**src/rtl/memory_access.sv**
```systemverilog
// memory_access: memory-access pipeline stage issuing single-beat req/ack data-memory
// requests and registering the write-back / forwarding value. Optional macro: MEM_TIMEOUT_EN.
`default_nettype none

// +--------------------------------------------------------------------------+
// | Module   : memory_access                                                 |
// | Function : load/store issue over req/ack, upstream stall, write-back reg |
// | Revision : 1.0  initial release                                          |
// +--------------------------------------------------------------------------+
module memory_access #(
  parameter int ADDR_W  = 12,
  parameter int TIMEOUT = 255
) (
  input  logic              clock,
  input  logic              aclr,
  input  logic [31:0]       aluResIn,
  input  logic [31:0]       storeDataIn,
  input  logic [4:0]        rdIn,
  input  logic              regWrIn,
  input  logic              m2RegIn,
  input  logic              loadIn,
  input  logic              storeIn,
  input  logic              dmemAck,
  input  logic [31:0]       dmemRData,
  output logic              dmemReq,
  output logic              dmemWe,
  output logic [ADDR_W-1:0] dmemAddr,
  output logic [31:0]       dmemWData,
  output logic              stallOut,
  output logic [31:0]       M_W_data,
  output logic [4:0]        rdOut,
  output logic              regWrOut,
  output logic              memErr
);

  localparam logic [0:0] c_IDLE = 1'b0;
  localparam logic [0:0] c_REQ  = 1'b1;

  logic [0:0]        state_q, state_d;
  logic [ADDR_W-1:0] addr_q, addr_d;
  logic [31:0]       wdata_q, wdata_d;
  logic [31:0]       res_q, res_d;
  logic              we_q, we_d;
  logic              m2reg_q, m2reg_d;
  logic              regwr_lat_q, regwr_lat_d;
  logic [4:0]        rd_lat_q, rd_lat_d;
  logic [31:0]       wb_data_q, wb_data_d;
  logic [4:0]        wb_rd_q, wb_rd_d;
  logic              wb_we_q, wb_we_d;
  logic              w_mem_op;
  logic              w_timeout;

  assign w_mem_op = loadIn | storeIn;

`ifdef MEM_TIMEOUT_EN
  localparam int c_CNT_W = ($clog2(TIMEOUT + 1) > 8) ? $clog2(TIMEOUT + 1) : 8;

  logic [c_CNT_W-1:0] cnt_q, cnt_d;
  logic               mem_err_q, mem_err_d;

  // cnt_q counts REQ cycles already spent waiting; the abort fires in the
  // REQ cycle that would bring the count to TIMEOUT.
  assign w_timeout = (state_q == c_REQ) && !dmemAck &&
                     ((32'(cnt_q) + 32'd1) >= 32'(TIMEOUT));
  assign cnt_d     = (state_q == c_REQ) ? cnt_q + c_CNT_W'(1) : '0;
  assign mem_err_d = mem_err_q | w_timeout;

  always_ff @(posedge clock or negedge aclr) begin
    if (!aclr) begin
      cnt_q     <= '0;
      mem_err_q <= 1'b0;
    end else begin
      cnt_q     <= cnt_d;
      mem_err_q <= mem_err_d;
    end
  end

  assign memErr = mem_err_q;
`else
  logic w_unused_timeout;

  assign w_unused_timeout = ^TIMEOUT;
  assign w_timeout        = 1'b0;
  assign memErr           = 1'b0;
`endif

  always_ff @(posedge clock or negedge aclr) begin
    if (!aclr) state_q <= c_IDLE;
    else       state_q <= state_d;
  end

  always_comb begin
    state_d = state_q;
    case (state_q)
      c_IDLE:  if (w_mem_op)              state_d = c_REQ;
      c_REQ:   if (dmemAck || w_timeout)  state_d = c_IDLE;
      default:                            state_d = c_IDLE;
    endcase
  end

  always_comb begin
    stallOut    = 1'b0;
    addr_d      = addr_q;
    wdata_d     = wdata_q;
    res_d       = res_q;
    we_d        = we_q;
    m2reg_d     = m2reg_q;
    regwr_lat_d = regwr_lat_q;
    rd_lat_d    = rd_lat_q;
    wb_data_d   = wb_data_q;
    wb_rd_d     = wb_rd_q;
    wb_we_d     = 1'b0;
    case (state_q)
      c_IDLE: begin
        stallOut = w_mem_op;
        if (w_mem_op) begin
          addr_d      = aluResIn[ADDR_W-1:0];
          wdata_d     = storeDataIn;
          res_d       = aluResIn;
          we_d        = storeIn;
          m2reg_d     = m2RegIn;
          regwr_lat_d = regWrIn;
          rd_lat_d    = rdIn;
        end else begin
          wb_data_d = aluResIn;
          wb_rd_d   = rdIn;
          wb_we_d   = regWrIn;
        end
      end
      c_REQ: begin
        stallOut = !(dmemAck || w_timeout);
        if (dmemAck) begin
          wb_data_d = m2reg_q ? dmemRData : res_q;
          wb_rd_d   = rd_lat_q;
          wb_we_d   = regwr_lat_q & ~we_q;
        end else if (w_timeout) begin
          wb_data_d = '0;
          wb_rd_d   = rd_lat_q;
          wb_we_d   = regwr_lat_q & ~we_q;
        end
      end
      default: ;
    endcase
    // Gate the only combinational output so reset forces every output low.
    stallOut = stallOut & aclr;
  end

  always_ff @(posedge clock or negedge aclr) begin
    if (!aclr) begin
      addr_q      <= '0;
      wdata_q     <= '0;
      res_q       <= '0;
      we_q        <= 1'b0;
      m2reg_q     <= 1'b0;
      regwr_lat_q <= 1'b0;
      rd_lat_q    <= '0;
      wb_data_q   <= '0;
      wb_rd_q     <= '0;
      wb_we_q     <= 1'b0;
    end else begin
      addr_q      <= addr_d;
      wdata_q     <= wdata_d;
      res_q       <= res_d;
      we_q        <= we_d;
      m2reg_q     <= m2reg_d;
      regwr_lat_q <= regwr_lat_d;
      rd_lat_q    <= rd_lat_d;
      wb_data_q   <= wb_data_d;
      wb_rd_q     <= wb_rd_d;
      wb_we_q     <= wb_we_d;
    end
  end

  assign dmemReq   = (state_q == c_REQ);
  assign dmemWe    = we_q;
  assign dmemAddr  = addr_q;
  assign dmemWData = wdata_q;
  assign M_W_data  = wb_data_q;
  assign rdOut     = wb_rd_q;
  assign regWrOut  = wb_we_q;

endmodule

`default_nettype wire
```
**config.mk**
```make
export PLATFORM = sky130hd
export DESIGN_NAME = memory_access
export DESIGN_NICKNAME = d
export VERILOG_FILES = /design/src/rtl/memory_access.sv
export SDC_FILE = /design/constraint.sdc
export NUM_CORES = 1
export LEC_CHECK = 0
export ABC_AREA = 1
export BUFFER_PORTS_ARGS = -buffer_cell sky130_fd_sc_hd__buf_2
export CAP_MARGIN = 20
export CORE_MARGIN = 2
export CORE_UTILIZATION = 45
export DETAILED_ROUTE_END_ITERATION = 7
export PLACE_DENSITY = 0.81
export SYNTH_ARGS = -nofsm -noshare
export SYNTH_HDL_FRONTEND = slang
export SYNTH_SLANG_ARGS = --single-unit
```
**constraint.sdc**
```tcl
create_clock -name clock -period 2.2 [get_ports clock]
set_clock_uncertainty 0.2 [all_clocks]
set_input_delay 0.33 -clock clock [delete_from_list [all_inputs] [get_ports clock]]
set_output_delay 0.33 -clock clock [all_outputs]
set_load 0.01 [all_outputs]
```
==> impl_metrics.csv, run 1 <==
group,metric,value,unit
grt,grt_max_degree,112,
synthesis,syn-cell-area,0.00524,mm2
power_and_ir_drop,comb_power_share,28.2,%
critical_path,path_class,"flop to output port",
synthesis,yosys.area_share.simple,30.8,%
critical_path,path_max_fanout,41,
critical_path,critPathLaunch,"dmemReq",
grt,grt_usage,22.9,%
die,ios,194,
power_and_ir_drop,p_int,0.00436,W
synthesis,yosys_warnings,0,
synthesis,synth_compound_area_share,4.72,%
synthesis,ys_top_cells_by_area,"dfrtp_1 53%, nand2_1 27%, inv_1 5.2%",
drt,routed_wl,14100,um
critical_path,critical_path_required,1670,ps
die,row_count,39,
drt,dr.pass1.iters,5,
flow_run,cap_violations,0,
synthesis,syn_inst,703,
die,dieArea,0.0125,mm2
synthesis,muxShareOfSynthArea,0,%
timing,finalSetupViolCount,0,
finish,synthToLayoutAreaGrowth,29.8,%
synthesis,synth-edff-count,0,
synthesis,synth_seq_cells,111,
synthesis,async_flop_share,100,%
synthesis,synth_top_area_share,53.0,%
critical_path,crit_path_end_kind,"output port",
critical_path,cp_slowest_cell,"buf_4",
die,core,0.0114,mm2
drt,met3_length,1130,um
critical_path,critPathLaunchType,"flop",
placement,dp_hpwl,8810,um
die,dieWidth,112,um
timing,worst_pin_slew,881,ps
placement,place.gp.congestion,0.831,
critical_path,path_buf_inv,2,
clocking,cts_resized,0,
worst_hold_path,hp-start,"storeDataIn[5]",
finish,fin_nets,1003,
synthesis,syn_area_per_cell,7.46,um2
die,initial_utilization,45.9,%
drt,drt-met1-wl,6120,um
critical_path,critPathTopFamily,"buffers and inverters",
critical_path,slowest_delay,440,ps
clocking,clock_sinks,111,
synthesis,yosysSeqAreaShare,53.0,%
synthesis,synth_top_family_by_area,"simple AND/OR/NAND/NOR gates",
synthesis,ys_types,17,
synthesis,synth_xor_area_share,0,%
critical_path,worstPathCellList,"buf_4 > buf_2",
drt,drc,0,
finish,drive_above_1_share,24.7,%
timing,hold_viol,0,
drt,drtIter0Drc,415,
timing,setup_tns,0,ps
timing,fmax,516,MHz
synthesis,yosysMostFrequentCell,"nand2_1",
grt,grt_pass1_wl,23200,um
drt,met2WireLength,6580,um
die,die_h,112,um
clocking,postCtsSetupBuffers,0,
grt,grt_pass1_vias,4714,
critical_path,r2r_start,"dmemReq",
power_and_ir_drop,p_sw,0.00207,W
power_and_ir_drop,power.density,944,mW/mm2
power_and_ir_drop,power_frac_seq,42.7,%
clocking,holdBufCountCts,31,
synthesis,synth_top_flop_cell,"dfrtp_1",
finish,fin_cells,1043,
worst_hold_path,hold_path_class,"input pin to flop",
timing,fin_crit_sh,88.1,%
clocking,path_clk_slew,70,ps
drt,routed.top_layer,"met4",
clocking,cts.path.max_buffers,2,
critical_path,crit_arrival,1410,ps
grt,overflow,0,
drt,wl_per_cell,13.5,um
synthesis,yosys.area.top_type,"dfrtp_1",
clocking,insertion_delay,340,ps
power_and_ir_drop,vdd_drop_max,491,uV
power_and_ir_drop,leakage,4.05,nW
timing,rsz0062_at_grt,"no",
synthesis,synth_common_cells,"382 x nand2_1, 111 x dfrtp_1, 73 x inv_1",
timing,drv_slew,0,
finish,diodes,0,
synthesis,syn-num-nets,811,
timing,slew_headroom,41.2,%
clocking,cts-root-buf,"clkbuf_16",
drt,num_vias,4975,
clocking,cts_tree,"built",
synthesis,synth-adder-area-share,0,%
power_and_ir_drop,switching_share,32.2,%
power_and_ir_drop,pwr-share-clk,29.1,%
placement,place_inst,996,
timing,finalCriticalPeriod,1940,ps
grt,antenna_found_initial,0,
drt,antenna_left,0,
clocking,h-tree-depth,3,
drt,viasPerCell,4.77,
outcome,outcome,"finished clean",
clocking,numCtsBuffers,9,
placement,io_buffer_count,192,
## kinds of logic (layout without fill, tap and decap cells)
family	Yosys count	count (layout)
compound gates	47	47
buf+inv	126	323
flops	111	111
other cells	1	1
simple gates	418	418
## per-layer routing
| metal | track usage (%) | vias to the layer above |
|---|---|---|
| met4 | 6.18 | 0 |
| met1 | 30.7 | 2272 |
| met3 | 5.33 | 21 |
| li1 | - | 2460 |
| met2 | 37.7 | 222 |
| met5 | 0 | - |
## tightest hold or removal path, cell delays in order
cell	delay, ps
buf_2	90
nand2_1	50
nand2_1	50
## registers in the layout, summed over array words and instances (netlist names)
name / cells
dmemReq: 1
regwr_lat_q: 1
res_q: 21
regWrOut: 1
m2reg_q: 1
M_W_data: 32
dmemWe: 1
rdOut: 5
dmemAddr: 11
rd_lat_q: 5
dmemWData: 32
## metrics by stage
| step | power (W) | setup slack [ps] | area, um2 | util, % | hold WS, ps |
|---|---|---|---|---|---|
| 3_5_place_dp | 0.00455 | 307 | 6150 | 53.9 | 258 |
| 5_1_grt | 0.00687 | 130 | 6810 | 59.6 | 5.62 |
| 2_1_floorplan | 0.00387 | 512 | 5240 | - | -166 |
| 4_1_cts | 0.00648 | 239 | 6810 | 59.6 | 1.81 |
| 3_3_place_gp | 0.00450 | 401 | 6150 | 53.9 | 248 |
| 6_report | 0.00643 | 263 | 6810 | 59.6 | 10.7 |
## layout by cell type (no fill, tap or decap)
cell / netlist / final
buf_12: 0 / 1
inv_6: 0 / 1
dfrtp_2: 0 / 1
nand3_1: 32 / 32
nand2_2: 2 / 2
clkbuf_1: 12 / 1
o22ai_1: 1 / 1
nand2_1: 382 / 382
buf_4: 15 / 8
clkbuf_16: 0 / 9
dlygate4sd3_1: 0 / 31
clkinv_2: 0 / 1
bufinv_16: 0 / 3
inv_4: 2 / 2
nor2_1: 2 / 2
dfrtp_1: 111 / 110
o21ai_4: 1 / 1
buf_2: 16 / 191
clkbuf_8: 0 / 1
conb_1: 1 / 1
inv_2: 1 / 1
o21ai_0: 45 / 45
inv_1: 73 / 73
## layout make-up
class	count	area, um2
Tap cell	143	179
Clock buffer	11	243
Clock inverter	5	104
Sequential cell	111	2780
Timing Repair Buffer	231	1350
Multi-Input combinational cell	466	1870
Fill cell	1019	4610
Inverter	76	290
## power groups by stage
stage               sequential (W)  clock [W]  combinational, W
floorplan                  0.00290          0          0.000976
global placement           0.00276          0           0.00174
detailed placement         0.00276          0           0.00179
CTS                        0.00274    0.00191           0.00183
global route               0.00280    0.00201           0.00206
finish                     0.00274    0.00187           0.00182
## path summary, 6_finish.rpt
| path | cells after the start | endpoint | slack [ps] |
|---|---|---|---|
| max in group asynchronous | 3 | dmemReq | 810 |
| max | 2 | dmemReq | 260 |
| max reg2reg | 4 | res_q[18] | 310 |
| min | 3 | dmemWData[5] | 10 |
| min reg2reg | 2 | M_W_data[10] | 270 |
| min in group asynchronous | 3 | res_q[22] | 500 |
Power figures use the tool's default switching activity.
==> run 2: changes to the inputs <==
==> constraint.sdc (replaced) <==
create_clock -name clock -period 2.2 [get_ports clock]
set_clock_uncertainty 0.2 [all_clocks]
set_input_delay 0 -clock clock [delete_from_list [all_inputs] [get_ports clock]]
set_output_delay 0 -clock clock [all_outputs]
set_load 0.01 [all_outputs]
==> run 2 against run 1 <==
Compared with the run above:
- worst setup slack worse by 3.8 ps
- final area grew 11%
- sequential share of layout area fell by 4.1 points
- via count grew 7.5%
- largest power group unchanged
==> impl_metrics.csv, run 2 (synthesis results as in run 1) <==
group,metric,value,unit
power_and_ir_drop,vdd_drop_max,543,uV
grt,grt_pass1_vias,5301,
clocking,h-tree-depth,3,
placement,place_worst_setup_slack,520,ps
critical_path,critPathLaunchType,"flop",
worst_hold_path,hold_path_class,"input pin to flop",
finish,final_cell_mix,"382 x nand2_1, 191 x buf_2, 110 x dfrtp_1",
die,row_count,39,
die,die_h,112,um
finish,fin_util,66.3,%
finish,layout_commonest_cell,"nand2_1",
critical_path,crit_path_end_kind,"output port",
timing,fin_crit_sh,88.2,%
timing,drv_slew,0,
timing,finalCriticalPeriod,1940,ps
drt,routed_wl,15900,um
die,ios,194,
critical_path,crit_arrival,1740,ps
die,core,0.0114,mm2
die,initial_utilization,45.9,%
clocking,cts-root-buf,"clkbuf_16",
flow_run,cap_violations,0,
power_and_ir_drop,leakage,4.36,nW
clocking,clock_sinks,111,
drt,viasPerCell,4.75,
finish,fin_cells,1125,
drt,wl_per_cell,14.2,um
placement,place_inst,1000,
timing,timing.final.ws_setup,259,ps
timing,fmax,515,MHz
grt,antenna_found_initial,0,
clocking,path_clk_slew,80,ps
timing,slew_headroom,52.4,%
clocking,cts_tree,"built",
timing,hold_viol,0,
timing,rsz0062_at_grt,"no",
outcome,outcome,"finished clean",
critical_path,critical_path_required,2000,ps
placement,dp_hpwl,9440,um
grt,grt_usage,25.7,%
placement,place.gp.congestion,0.849,
finish,drive_above_1_share,23.0,%
drt,num_vias,5346,
die,dieArea,0.0125,mm2
grt,grt_max_degree,70,
grt,grt_pass1_wl,26000,um
placement,io_buffer_count,192,
drt,drtIter0Drc,498,
power_and_ir_drop,power.density,827,mW/mm2
clocking,cts.path.max_buffers,2,
drt,drc,0,
timing,worst_pin_slew,714,ps
critical_path,path_max_fanout,38,
timing,finalSetupViolCount,0,
critical_path,path_class,"flop to output port",
finish,synthToLayoutAreaGrowth,44.5,%
grt,overflow,0,
clocking,insertion_delay,330,ps
finish,diodes,0,
drt,dr.pass1.iters,5,
drt,antenna_left,0,
die,dieWidth,112,um
clocking,numCtsBuffers,9,
timing,setup_tns,0,ps
clocking,cts_resized,0,
finish,fin_nets,1085,
-- run 2: power by group --
part	switching, W	internal [W]
Clock	0.000728	0.000804
Sequential	0.000254	0.00250
Combinational	0.00117	0.000812
Total	0.00215	0.00412
-- run 2: timing repair --
action | CTS | global route
hold endpoints to repair | 221 | 0
setup endpoints to repair | 0 | 0
buffers inserted | 0 | 0
hold buffers | 108 | 0
-- run 2: final cells by class --
cell class	count	area, um2
fill	923	3840
sequential	111	2780
timing repair buffer	313	2180
multi-input combinational	466	1870
inverter	76	290
clock buffer	12	246
tap	143	179
clock inverter	4	31.3
-- run 2: per-layer routing --
| metal | global-route usage (%) | routed length [um] | up-vias |
|---|---|---|---|
| met1 | 33.2 | 6680 | 2466 |
| met5 | 0 | 0 | - |
| li1 | - | - | 2624 |
| met3 | 5.61 | 1210 | 18 |
| met2 | 44.7 | 7850 | 238 |
| met4 | 5.45 | 182 | 0 |
-- run 2: worst paths after layout --
kind	startpoint	end	slack [ps]	cells after the start
max	dmemReq	stallOut	260	6
min	loadIn	dmemWData[12]	20	5
max reg2reg	dmemReq	M_W_data[21]	480	6
min reg2reg	rdOut[0]	rdOut[0]	270	2
max in group asynchronous	aclr	dmemReq	960	4
min in group asynchronous	aclr	res_q[13]	70	3
-- run 2: metrics by stage --
step                      hold slack (ps)  power [W]  area, um2
final                                19.6    0.00627       7580
after global routing                 49.2    0.00670       7580
after CTS                            11.2    0.00627       7550
after detailed placement             -259    0.00457       6190
after global placement               -256    0.00451       6190
after floorplan                      -496    0.00387       5240
-- run 2: worst max-delay path: stages, from the launching register on --
cell and delay (ps):
dfrtp_2 440, inv_4 180, nand2_2 90, nand2_2 70, buf_4 400, nor2_1 70
buf_2 150
==> run 3: changes to the inputs <==
==> constraint.sdc (replaced) <==
create_clock -name clock -period 2 [get_ports clock]
set_clock_uncertainty 0.2 [all_clocks]
set_input_delay 0 -clock clock [delete_from_list [all_inputs] [get_ports clock]]
set_output_delay 0 -clock clock [all_outputs]
set_load 0.1 [all_outputs]
==> run 3 against run 2 <==
Compared with the run above:
- critical path depth stayed put
- worst hold slack better by 24 ps
- critical endpoint unchanged
- final area is 0.74% higher
- worst setup slack worse by 140 ps
- clock-buffer cell count stayed put
- critical path type unchanged
- non-clock buffer count is 2 lower
- sequential power is 9.8% higher
- register-to-register slack worse by 220 ps
- largest power group is now combinational logic
==> impl_metrics.csv, run 3 (synthesis results as in run 1) <==
group,metric,value,unit
drt,num_vias,5449,
die,dieWidth,112,um
flow_run,cap_violations,0,
critical_path,worstPathCellList,"inv_4 > nand2_2 > nand2_2 > buf_12 > nor2_4 > buf_12",
grt,grt_max_degree,59,
finish,nFillCells,885,
power_and_ir_drop,leakage,4.39,nW
timing,finalSetupViolCount,0,
clocking,insertion_delay,340,ps
critical_path,cp_slowest_cell,"dfrtp_4",
critical_path,path_class,"flop to output port",
clocking,cts_tree,"built",
critical_path,crit_arrival,1680,ps
critical_path,slowest_delay,510,ps
outcome,outcome,"finished clean",
timing,rsz0062_at_grt,"no",
grt,grt_pass1_wl,26000,um
critical_path,r2r-end,"M_W_data[16]",
clocking,h-tree-depth,3,
grt,grt_usage,25.8,%
die,row_count,39,
die,core,0.0114,mm2
power_and_ir_drop,vdd_drop_max,1140,uV
drt,drtIter0Drc,501,
finish,diodes,0,
grt,grt_pass1_vias,5418,
grt,antenna_found_initial,0,
die,initial_utilization,45.9,%
placement,place.gp.congestion,0.881,
finish,fin_nets,1083,
timing,slew_headroom,51.0,%
finish,layout_commonest_cell,"nand2_1",
worst_hold_path,min_to,"m2reg_q",
finish,final-seq-area,0.00278,mm2
drt,viasPerCell,4.85,
finish,final_cell_mix,"382 x nand2_1, 190 x buf_2, 110 x dfrtp_1",
critical_path,reg2reg_depth,6,
power_and_ir_drop,power.density,1310,mW/mm2
finish,synthToLayoutAreaGrowth,45.5,%
clocking,path_clk_slew,70,ps
drt,routed_wl,16100,um
worst_hold_path,hp-start,"loadIn",
critical_path,critical_path_required,1800,ps
die,die_h,112,um
drt,dr.pass1.iters,5,
finish,drive_above_1_share,23.3,%
finish,multi_input_area,0.00187,mm2
grt,overflow,0,
drt,antenna_left,0,
timing,worst_pin_slew,735,ps
critical_path,rrSetupSlack,260,ps
timing,finalCriticalPeriod,1880,ps
critical_path,crit_path_end_kind,"output port",
worst_hold_path,hold_path_class,"input pin to flop",
worst_hold_path,holdPathStages,4,
placement,dp_hpwl,9300,um
die,dieArea,0.0125,mm2
critical_path,critPathLaunchType,"flop",
clocking,cts.path.max_buffers,2,
die,ios,194,
clocking,numCtsBuffers,9,
critical_path,r2r_start,"dmemReq",
clocking,cts-root-buf,"clkbuf_16",
clocking,clock_sinks,111,
timing,drv_slew,0,
drt,wl_per_cell,14.3,um
timing,holdWs,43.9,ps
placement,io_buffer_count,192,
timing,fmax,531,MHz
timing,fin_crit_sh,94.2,%
critical_path,path_max_fanout,38,
timing,setup_tns,0,ps
timing,hold_viol,0,
drt,drc,0,
==> run 3: routing by layer <==
metal | up-vias | wire length, um | GRT usage (%)
met5 | - | 0 | 0
met4 | 0 | 468 | 10.5
met3 | 35 | 1380 | 5.44
met2 | 295 | 7780 | 44.5
met1 | 2495 | 6460 | 31.8
li1 | 2624 | - | -
==> run 3: worst max-delay path by stage <==
stage,end,cells past startpoint,start,slack (ps)
6_report,stallOut,6,dmemReq,120
5_1_grt,stallOut,6,dmemReq,50
4_1_cts,stallOut,6,dmemReq,20
3_5_place_dp,M_W_data[23],6,dmemReq,300
3_3_place_gp,M_W_data[29],6,dmemReq,310
2_1_floorplan,stallOut,7,dmemReq,60
==> run 3: metrics by stage <==
| step | setup WS, ps | cell area, um2 | power, W | instances | utilization, % |
|---|---|---|---|---|---|
| floorplan | 57.3 | 5260 | 0.00705 | 703 | - |
| global route | 47.1 | 7630 | 0.0105 | 1123 | 66.8 |
| detailed placement | 302 | 6220 | 0.00787 | 1001 | 54.5 |
| finish | 115 | 7630 | 0.0100 | 1123 | 66.8 |
| CTS | 15.8 | 7620 | 0.0100 | 1123 | 66.8 |
| global placement | 305 | 6220 | 0.00782 | 1001 | 54.5 |
==> run 3: worst max-delay path: cells and delay by family, from the launching register on <==
kind / cells / cell delay, ps
buffers and inverters: 3 / 560
flip-flops: 1 / 510
AND/OR/NAND/NOR: 3 / 260
==> run 3: area by class of cell <==
| type | instances | share of cell area [%] |
|---|---|---|
| clock buffer | 12 | 3.36 |
| clock inverter | 4 | 1.02 |
| inverter | 76 | 3.80 |
| multi-input combinational | 466 | 24.5 |
| sequential | 111 | 36.4 |
| tap | 143 | 2.34 |
| timing repair buffer | 311 | 28.5 |
==> run 3: what timing repair did <==
action | CTS | global route
hold buffers | 106 | 0
setup endpoints to repair | 1 | 1
gates cloned | 0 | 0
endpoints found under the hold margin | 221 | 0
gates resized for setup | 1 | 3
setup buffers | 0 | 0
==> run 3: where the power goes <==
part	total, W	switching (W)	internal (W)
registers	0.00303	0.000278	0.00275
logic	0.00502	0.00411	0.000909
clock network	0.00197	0.000800	0.00117
total	0.0100	0.00519	0.00484
